`src/rtl/regbank_wb_arbiter.sv`:
```
// Write-back arbiter: two per-source FIFOs (ALU, load) drained round-robin
// into the register bank's single write port, with a pending-write scoreboard.
module regbank_wb_arbiter #(
    parameter int DEPTH  = 2,
    parameter int DATA_W = 32,
    parameter int ADDR_W = 5
) (
    input  logic                   clk,
    input  logic                   rst,
    input  logic                   alu_valid,
    output logic                   alu_ready,
    input  logic [ADDR_W-1:0]      alu_dest,
    input  logic [DATA_W-1:0]      alu_data,
    input  logic                   mem_valid,
    output logic                   mem_ready,
    input  logic [ADDR_W-1:0]      mem_dest,
    input  logic [DATA_W-1:0]      mem_data,
    output logic                   write_en,
    output logic [ADDR_W-1:0]      reg_write_dest,
    output logic [DATA_W-1:0]      reg_write_data,
    output logic [(2**ADDR_W)-1:0] pending_mask,
    output logic                   idle
);

    localparam int NREG  = 2 ** ADDR_W;
    localparam int PTR_W = $clog2(DEPTH);
    localparam int CNT_W = $clog2(DEPTH + 1);
    localparam int NSRC  = 2;

    typedef enum logic {
        GRANT_ALU = 1'b0,
        GRANT_MEM = 1'b1
    } grant_e;

    logic              valid_s   [NSRC];
    logic [ADDR_W-1:0] in_dest_s [NSRC];
    logic [DATA_W-1:0] in_data_s [NSRC];
    logic              ready_s   [NSRC];
    logic              push_s    [NSRC];
    logic              pop_s     [NSRC];

    logic [ADDR_W-1:0] fifo_dest_q [NSRC][DEPTH];
    logic [DATA_W-1:0] fifo_data_q [NSRC][DEPTH];
    logic [PTR_W-1:0]  wr_ptr_q [NSRC];
    logic [PTR_W-1:0]  wr_ptr_d [NSRC];
    logic [PTR_W-1:0]  rd_ptr_q [NSRC];
    logic [PTR_W-1:0]  rd_ptr_d [NSRC];
    logic [CNT_W-1:0]  count_q  [NSRC];
    logic [CNT_W-1:0]  count_d  [NSRC];

    grant_e            last_grant_q, last_grant_d;
    logic              write_en_q, write_en_d;
    logic [ADDR_W-1:0] dest_q, dest_d;
    logic [DATA_W-1:0] data_q, data_d;
    logic [NREG-1:0]   mask_s;

    // True when FIFO slot idx lies between the read pointer and read pointer + count.
    function automatic logic entry_live(input logic [PTR_W-1:0] idx,
                                        input logic [PTR_W-1:0] rd,
                                        input logic [CNT_W-1:0] cnt);
        logic [PTR_W-1:0] ofs;
        ofs = idx - rd;
        return ({1'b0, ofs} < cnt);
    endfunction

    function automatic logic [NREG-1:0] dest_onehot(input logic [ADDR_W-1:0] dest);
        return {{(NREG-1){1'b0}}, 1'b1} << dest;
    endfunction

    // Source mapping and push handshake; ready ignores the same-cycle pop.
    always_comb begin
        valid_s[0]   = alu_valid;
        in_dest_s[0] = alu_dest;
        in_data_s[0] = alu_data;
        valid_s[1]   = mem_valid;
        in_dest_s[1] = mem_dest;
        in_data_s[1] = mem_data;
        for (int s = 0; s < NSRC; s++) begin
            ready_s[s] = (count_q[s] < CNT_W'(DEPTH)) & rst;
            push_s[s]  = valid_s[s] & ready_s[s];
        end
    end

    // Round-robin grant on pre-edge occupancy and next port contents.
    always_comb begin
        pop_s[0]     = 1'b0;
        pop_s[1]     = 1'b0;
        last_grant_d = last_grant_q;
        write_en_d   = 1'b0;
        dest_d       = dest_q;
        data_d       = data_q;
        if ((count_q[0] != '0) && (count_q[1] != '0)) begin
            if (last_grant_q == GRANT_MEM) begin
                pop_s[0]     = 1'b1;
                last_grant_d = GRANT_ALU;
            end else begin
                pop_s[1]     = 1'b1;
                last_grant_d = GRANT_MEM;
            end
        end else if (count_q[0] != '0) begin
            pop_s[0] = 1'b1;
        end else if (count_q[1] != '0) begin
            pop_s[1] = 1'b1;
        end else begin
            pop_s[0] = 1'b0;
        end
        if (pop_s[0]) begin
            dest_d = fifo_dest_q[0][rd_ptr_q[0]];
            data_d = fifo_data_q[0][rd_ptr_q[0]];
        end else if (pop_s[1]) begin
            dest_d = fifo_dest_q[1][rd_ptr_q[1]];
            data_d = fifo_data_q[1][rd_ptr_q[1]];
        end else begin
            dest_d = dest_q;
        end
        // Register 0 is popped like any entry but never reaches the bank.
        write_en_d = (pop_s[0] | pop_s[1]) && (dest_d != '0);
    end

    // FIFO pointer and occupancy next-state.
    always_comb begin
        for (int s = 0; s < NSRC; s++) begin
            wr_ptr_d[s] = push_s[s] ? (wr_ptr_q[s] + PTR_W'(1)) : wr_ptr_q[s];
            rd_ptr_d[s] = pop_s[s]  ? (rd_ptr_q[s] + PTR_W'(1)) : rd_ptr_q[s];
            case ({push_s[s], pop_s[s]})
                2'b10:   count_d[s] = count_q[s] + CNT_W'(1);
                2'b01:   count_d[s] = count_q[s] - CNT_W'(1);
                default: count_d[s] = count_q[s];
            endcase
        end
    end

    // FIFO storage; contents are only meaningful inside the live window.
    always_ff @(posedge clk) begin
        for (int s = 0; s < NSRC; s++) begin
            if (push_s[s]) begin
                fifo_dest_q[s][wr_ptr_q[s]] <= in_dest_s[s];
                fifo_data_q[s][wr_ptr_q[s]] <= in_data_s[s];
            end
        end
    end

    // Control and output registers with synchronous active-low reset.
    always_ff @(posedge clk) begin
        if (!rst) begin
            for (int s = 0; s < NSRC; s++) begin
                wr_ptr_q[s] <= '0;
                rd_ptr_q[s] <= '0;
                count_q[s]  <= '0;
            end
            last_grant_q <= GRANT_MEM;
            write_en_q   <= 1'b0;
            dest_q       <= '0;
            data_q       <= '0;
        end else begin
            for (int s = 0; s < NSRC; s++) begin
                wr_ptr_q[s] <= wr_ptr_d[s];
                rd_ptr_q[s] <= rd_ptr_d[s];
                count_q[s]  <= count_d[s];
            end
            last_grant_q <= last_grant_d;
            write_en_q   <= write_en_d;
            dest_q       <= dest_d;
            data_q       <= data_d;
        end
    end

    // Scoreboard: every queued non-zero destination plus the one on the port.
    always_comb begin
        mask_s = '0;
        for (int s = 0; s < NSRC; s++) begin
            for (int i = 0; i < DEPTH; i++) begin
                mask_s = mask_s |
                    ((entry_live(PTR_W'(i), rd_ptr_q[s], count_q[s]) &&
                      (fifo_dest_q[s][i] != '0)) ? dest_onehot(fifo_dest_q[s][i]) : '0);
            end
        end
        mask_s = mask_s | (write_en_q ? dest_onehot(dest_q) : '0);
    end

    assign alu_ready      = ready_s[0];
    assign mem_ready      = ready_s[1];
    assign write_en       = write_en_q;
    assign reg_write_dest = dest_q;
    assign reg_write_data = data_q;
    assign pending_mask   = rst ? mask_s : '0;
    assign idle           = ~rst | ((count_q[0] == '0) & (count_q[1] == '0) & ~write_en_q);

endmodule
```
`config.mk`:
```
export PLATFORM = sky130hd
export DESIGN_NAME = regbank_wb_arbiter
export DESIGN_NICKNAME = d
export VERILOG_FILES = /design/src/rtl/regbank_wb_arbiter.sv
export SDC_FILE = /design/constraint.sdc
export NUM_CORES = 1
export LEC_CHECK = 0
export ABC_AREA = 1
export CAP_MARGIN = 20
export CORE_MARGIN = 3
export CORE_UTILIZATION = 54
export DETAILED_ROUTE_END_ITERATION = 6
export PLACE_DENSITY = 0.81
export SYNTH_ARGS = -nofsm -noshare
export SYNTH_HDL_FRONTEND = slang
export SYNTH_SLANG_ARGS = --single-unit
```
`constraint.sdc`:
```
create_clock -name clk -period 3.51 [get_ports clk]
set_input_delay 0.702 -clock clk [delete_from_list [all_inputs] [get_ports clk]]
set_output_delay 0.702 -clock clk [all_outputs]
set_load 0.1 [all_outputs]
```
==> summary.txt, run 1 <==
Clock network
  • CTS Hold Bufs: 0
  • Post-CTS Setup Bufs: 0
  • Clock sinks: 195
  • TritonCTS buffer count: 17
  • CTS root buffer: clkbuf_16
  • Worst-skew pair later-pin latency: 440 ps
  • Clock transition at the registers of the reported paths: 90 ps
  • CTS Buffer Depth: 2
  • Resize count post-CTS: 0
  • H-tree depth: 4
  • TritonCTS clock tree: done

Finish
  • Commonest cells after routing, fill and taps aside: nor2_1, edfxtp_1, nand2_1
  • Synthesis-to-layout area growth: 28.7%
  • Share of layout cells above drive strength 1: 12.3%
  • Commonest non-fill, non-tap cell in the layout: nor2_1
  • Filler cells: 1203
  • NumNets Final: 1240
  • Number of antenna diodes: 0

Yosys
  • Average size of a mapped cell: 8.96 um^2
  • Synth Area in Adders: 0.268%
  • Mapped Area: 0.00933 mm^2
  • Syn nets: 1121
  • Yosys reg bits: 195
  • Mux contribution to synthesized area: 0%
  • Post-Synth Simple-Gate Area: 25.1%
  • Largest family of logic cells by synthesized area: simple AND/OR/NAND/NOR gates
  • Compound-Gate Fraction of Synth Area: 10.5%
  • Yosys warning total: 0
  • XOR/XNOR Fraction of Synth Area: 0.188%
  • Distinct cells, synth: 39
  • Sequential-to-total area share from yosys stat: 57.7%
  • Syn Inst Count: 1041

Drt
  • # DRC: 0
  • Post-DRT Antenna Nets: 0
  • Via count: 8410
  • Average wire per standard cell: 21.2 um
  • Average vias per placed instance: 6.04
  • Post-Route WL: 29500 um
  • First drt pass iteration count: 5
  • DRT iter0 DRCs: 992

Timing
  • RSZ-0062 raised after global routing: no
  • Final clock skew: 12.1 ps
  • Setup slack after layout: 376 ps
  • Worst-Margin Slew: 1020 ps
  • FMAX: 0.319 GHz
  • Final slew viol count: 0
  • Setup_tns: 0 ps
  • Final hold viol count: 0
  • Slew HR: 31.8%
  • Final setup fails: 0
  • Min Tclk post-route: 3130 ps
  • Fin crit share: 89.3%

Die
  • Die ar.: 0.0189 mm^2
  • # IOs: 151
  • Num rows: 47
  • Die Y: 137 um
  • Core area: 0.0168 mm^2
  • Die width: 137 um
  • Initial Util: 55.6%

Place
  • GP Congestion: 0.992
  • Setup WS pre-CTS: 905 ps
  • Port Buffer Count: 150
  • HPWL Detailed: 20700 um

Global route
  • Largest net degree at the start of global routing: 44
  • GRT overflow: 0
  • Initial antenna violation count: 0
  • GR Util All Layers: 31.2%
  • First-pass GRT wire length: 43700 um
  • Vias in the first global route: 7968

Worst setup path
  • Critical Path RT: 2810 ps
  • Critical Path AT: 2430 ps
  • CP Max Fanout: 12
  • Startpoint class of the critical path: register
  • Crit Path Class: reg -> out
  • Worst Setup End Kind: output pin

Power and ir drop
  • Pwr dens: 850 mW/mm^2
  • LEAKAGE: 4.48 nW
  • Peak VDD IR: 0.840 mV

Min path
  • Hold Crit Class: reg -> reg

Flow run
  • MaxCap Viol Count: 0

Run status
  • Status: complete, no violations
-- sequential cells by signal, summed over array words and instances (netlist names) --
| register | count |
|---|---|
| write_en | 1 |
| reg_write_dest | 5 |
| reg_write_data | 32 |
| last_grant_q | 1 |
| fifo_dest_q | 20 |
| count_q | 4 |
| fifo_data_q | 128 |
| rd_ptr_q | 2 |
| wr_ptr_q | 2 |
-- worst max-delay path, cell delays in order, from the launching register on --
cell	delay, ps
dfxtp_1	430
inv_2	90
o21ai_1	170
nand2_1	330
o22ai_1	450
nand3b_1	160
nand2_1	50
inv_1	130
buf_12	180
-- final timing paths --
check                           from            endpoint  slack (ps)  cells past startpoint
hold / removal    reg_write_data[20]  reg_write_data[20]         480                      2
setup / recovery       count_q[0][0]    pending_mask[24]         380                      8
setup reg to reg      rd_ptr_q[0][1]            write_en        1290                     10
hold reg to reg   reg_write_data[20]  reg_write_data[20]         480                      2
-- routing by layer --
metal / share of wire [%] / wire length (um) / up-vias / GRT usage (%)
met5: 0 / 0 / - / 0
met2: 48 / 14300 / 517 / 51.5
met4: 4.5 / 1320 / 0 / 15.1
met1: 38 / 11200 / 3963 / 39.6
met3: 9.0 / 2650 / 79 / 5.81
li1: - / - / 3851 / -
-- metrics by stage --
stage / cell area (um^2) / hold WS (ps) / util, % / power, mW / std cells
global route: 12000 / 492 / 71.6 / 10.6 / 1393
floorplan: 9420 / 488 / - / 6.74 / 1041
detailed placement: 11400 / 466 / 67.8 / 8.12 / 1361
finish: 12000 / 480 / 71.6 / 10.2 / 1393
CTS: 12000 / 480 / 71.6 / 10.2 / 1393
global placement: 11400 / 461 / 67.8 / 8.06 / 1361
-- synth_stat cells, drive strengths merged --
library cell	number	area share [%]
nand3b	8	0.64
clkinv	1	0.040
a41oi	1	0.094
o22a	2	0.19
xor2	2	0.19
dfxtp	47	10
nor2	222	9.3
o221ai	2	0.19
buf	46	2.7
nor4	3	0.20
o21a	2	0.16
nand2	130	5.4
or2	2	0.13
a31oi	8	0.54
nand3	120	6.4
a22oi	1	0.081
nor3	10	0.54
inv	66	2.7
o211ai	3	0.24
o21ai	110	6.1
o22ai	14	0.94
a21oi	35	2.0
nand4	36	2.4
ha	2	0.27
edfxtp	148	48
clkbuf	20	0.82
-- report_power, final --
part	switching (mW)	internal (mW)
clock	1.03	1.00
combinational	3.82	1.20
sequential	0.313	2.85
-- cells by family (layout without fill, tap and decap cells) --
group                    Yosys count  in the layout
AND/OR/NAND/NOR                  531            531
AO/OA/AOI/OAI                    178            178
buffers and inverters            133            265
flip-flops                       195            195
XOR/XNOR                           2              2
adder cells (fa/ha/maj)            2              2
-- layout make-up --
cell class | instances | area (um^2) | share of cell area (%)
tap | 220 | 275 | 2.29
clock inverter | 15 | 213 | 1.77
timing repair buffer | 166 | 1980 | 16.5
inverter | 67 | 251 | 2.09
sequential | 195 | 5390 | 44.9
multi-input combinational | 713 | 3480 | 29.0
clock buffer | 17 | 425 | 3.54
No activity file was read; power rests on OpenSTA's default activity.
==> run 2, diff against run 1 <==
GPL_TIMING_DRIVEN = 0   (was not set)
==> run 2 against run 1 <==
Compared with the run above: power increased by 1.2%; sequential power down 2%; largest cell class unchanged; clock power barely moved; largest power group unchanged; global-route usage is 1.3 points higher; setup slack worse by 350 ps.
==> summary.txt, run 2 (synthesized netlist as in run 1, its figures left out) <==
Die
  • Die width: 137 um
  • Die ar.: 0.0189 mm^2
  • Num rows: 47
  • Core area: 0.0168 mm^2
  • Initial Util: 55.6%
  • # IOs: 151
  • Die Y: 137 um

Power and ir drop
  • Peak VDD IR: 0.831 mV
  • LEAKAGE: 4.50 nW
  • Pwr dens: 866 mW/mm^2

Timing
  • RSZ-0062 raised after global routing: no
  • Slew HR: 32.2%
  • Final setup fails: 0
  • Final clock skew: 15.9 ps
  • Final slew viol count: 0
  • Setup slack after layout: 29.9 ps
  • Fin crit share: 99.1%
  • Worst-Margin Slew: 1010 ps
  • Final hold viol count: 0
  • Min Tclk post-route: 3480 ps
  • FMAX: 0.287 GHz

Clock network
  • TritonCTS buffer count: 17
  • Worst-skew pair later-pin latency: 450 ps
  • Clock sinks: 195
  • CTS Buffer Depth: 2
  • Clock transition at the registers of the reported paths: 80 ps
  • H-tree depth: 4
  • TritonCTS clock tree: done
  • CTS root buffer: clkbuf_16

Place
  • GP Congestion: 1.02
  • Placed cell count: 1415
  • HPWL Detailed: 22400 um
  • Setup WS pre-CTS: -1060 ps
  • Port Buffer Count: 150

Finish
  • Post-Layout Cell Count: 1447
  • Synthesis-to-layout area growth: 27.7%
  • Max reg flops: 128
  • Commonest non-fill, non-tap cell in the layout: nor2_1
  • Number of antenna diodes: 0
  • Filler cells: 1270
  • NumNets Final: 1294
  • Share of layout cells above drive strength 1: 13.4%
  • Commonest cells after routing, fill and taps aside: nor2_1, edfxtp_1, nand2_1

Global route
  • GR Util All Layers: 32.4%
  • Vias in the first global route: 8202
  • First-pass GRT wire length: 45400 um
  • GRT overflow: 0
  • Initial antenna violation count: 0
  • Largest net degree at the start of global routing: 30

Worst setup path
  • Delay of the slowest cell on the worst path: 600 ps
  • Critical Path AT: 2780 ps
  • Crit path cell chain: clkdlybuf4s50_1 > clkbuf_2 > clkbuf_2 > o21ai_0 > inv_1 > buf_2
  • Critical Path RT: 2810 ps
  • Worst path most repeated cell: clkbuf_2
  • Crit-path slowest cell: clkdlybuf4s50_1
  • CP Max Fanout: 10
  • Crit Path Class: in -> out
  • Worst Setup End Kind: output pin
  • Startpoint class of the critical path: primary input

Drt
  • Average vias per placed instance: 6.08
  • Post-DRT Antenna Nets: 0
  • First drt pass iteration count: 6
  • Post-Route WL: 30900 um
  • # DRC: 0
  • Via count: 8797
  • Average wire per standard cell: 21.3 um
  • DRT iter0 DRCs: 1193

Run status
  • Status: complete, no violations

Min path
  • Hold Crit Class: reg -> reg

Flow run
  • MaxCap Viol Count: 0
-- run 2: cell types whose count changed in the layout (fill, tap and decap cells not counted), sizes merged --
cell           change
buf                -3
clkbuf            +28
clkdlybuf4s15     +17
clkdlybuf4s18      +2
clkdlybuf4s50      +7
clkinv             +1
clkinvlp           +1
dlygate4sd2        +3
inv                -2
-- run 2: layout make-up --
cell class	instances	area (um^2)	area share [%]
buffer	66	334	2.80
clock buffer	17	425	3.57
clock inverter	15	215	1.81
inverter	67	251	2.11
multi-input combinational	713	3480	29.2
sequential	195	5390	45.2
tap	220	275	2.31
timing repair buffer	154	1550	13.0
-- run 2: report_power, final --
part           switching, mW  internal (mW)  total (mW)
clock network           1.05          0.999        2.05
registers              0.253           2.84        3.10
logic                   3.93           1.24        5.17
-- run 2: path summary, 6_finish.rpt --
| kind | to | cells after the start | slack [ps] | start |
|---|---|---|---|---|
| worst min-delay path | reg_write_data[9] | 2 | 480 | reg_write_data[9] |
| worst max-delay path | pending_mask[31] | 6 | 30 | rst |
| worst max register to register | count_q[0][1] | 9 | 1440 | count_q[0][3] |
| worst min register to register | reg_write_data[9] | 2 | 480 | reg_write_data[9] |
-- run 2: per-stage QoR --
stage	setup TNS [ps]	hold slack (ps)	area (um^2)	power (mW)	util (%)
after global routing	0	496	11900	10.7	71.1
after global placement	-62550	461	11200	8.12	66.8
after floorplan	0	488	9420	6.74	-
after CTS	0	477	12000	10.3	71.4
after detailed placement	-15840	464	11300	8.22	67.5
final	0	479	11900	10.3	71.1
-- run 2: worst max-delay path, delay by kind of cell --
family          cells  cell delay (ps)
compound gates      1              260
buf+inv             5             1810
-- run 2: what timing repair did --
action                     CTS  global route
setup endpoints to repair   35            11
hold buffers                 0             0
setup buffers                0             0
resized for setup           96            18
-- run 2: per-layer routing --
metal,global-route usage (%),share of wire (%),up-vias
met5,0,0,-
li1,-,-,3965
met2,51.3,47,594
met4,17.4,5.5,0
met1,43.5,39,4136
met3,4.42,8.8,102
==> run 3, diff against run 2 <==
CTS_CLUSTER_DIAMETER = 150   (was not set)
==> results of run 3 <==
Final layout, timing and power as in run 2 (identical DEF).
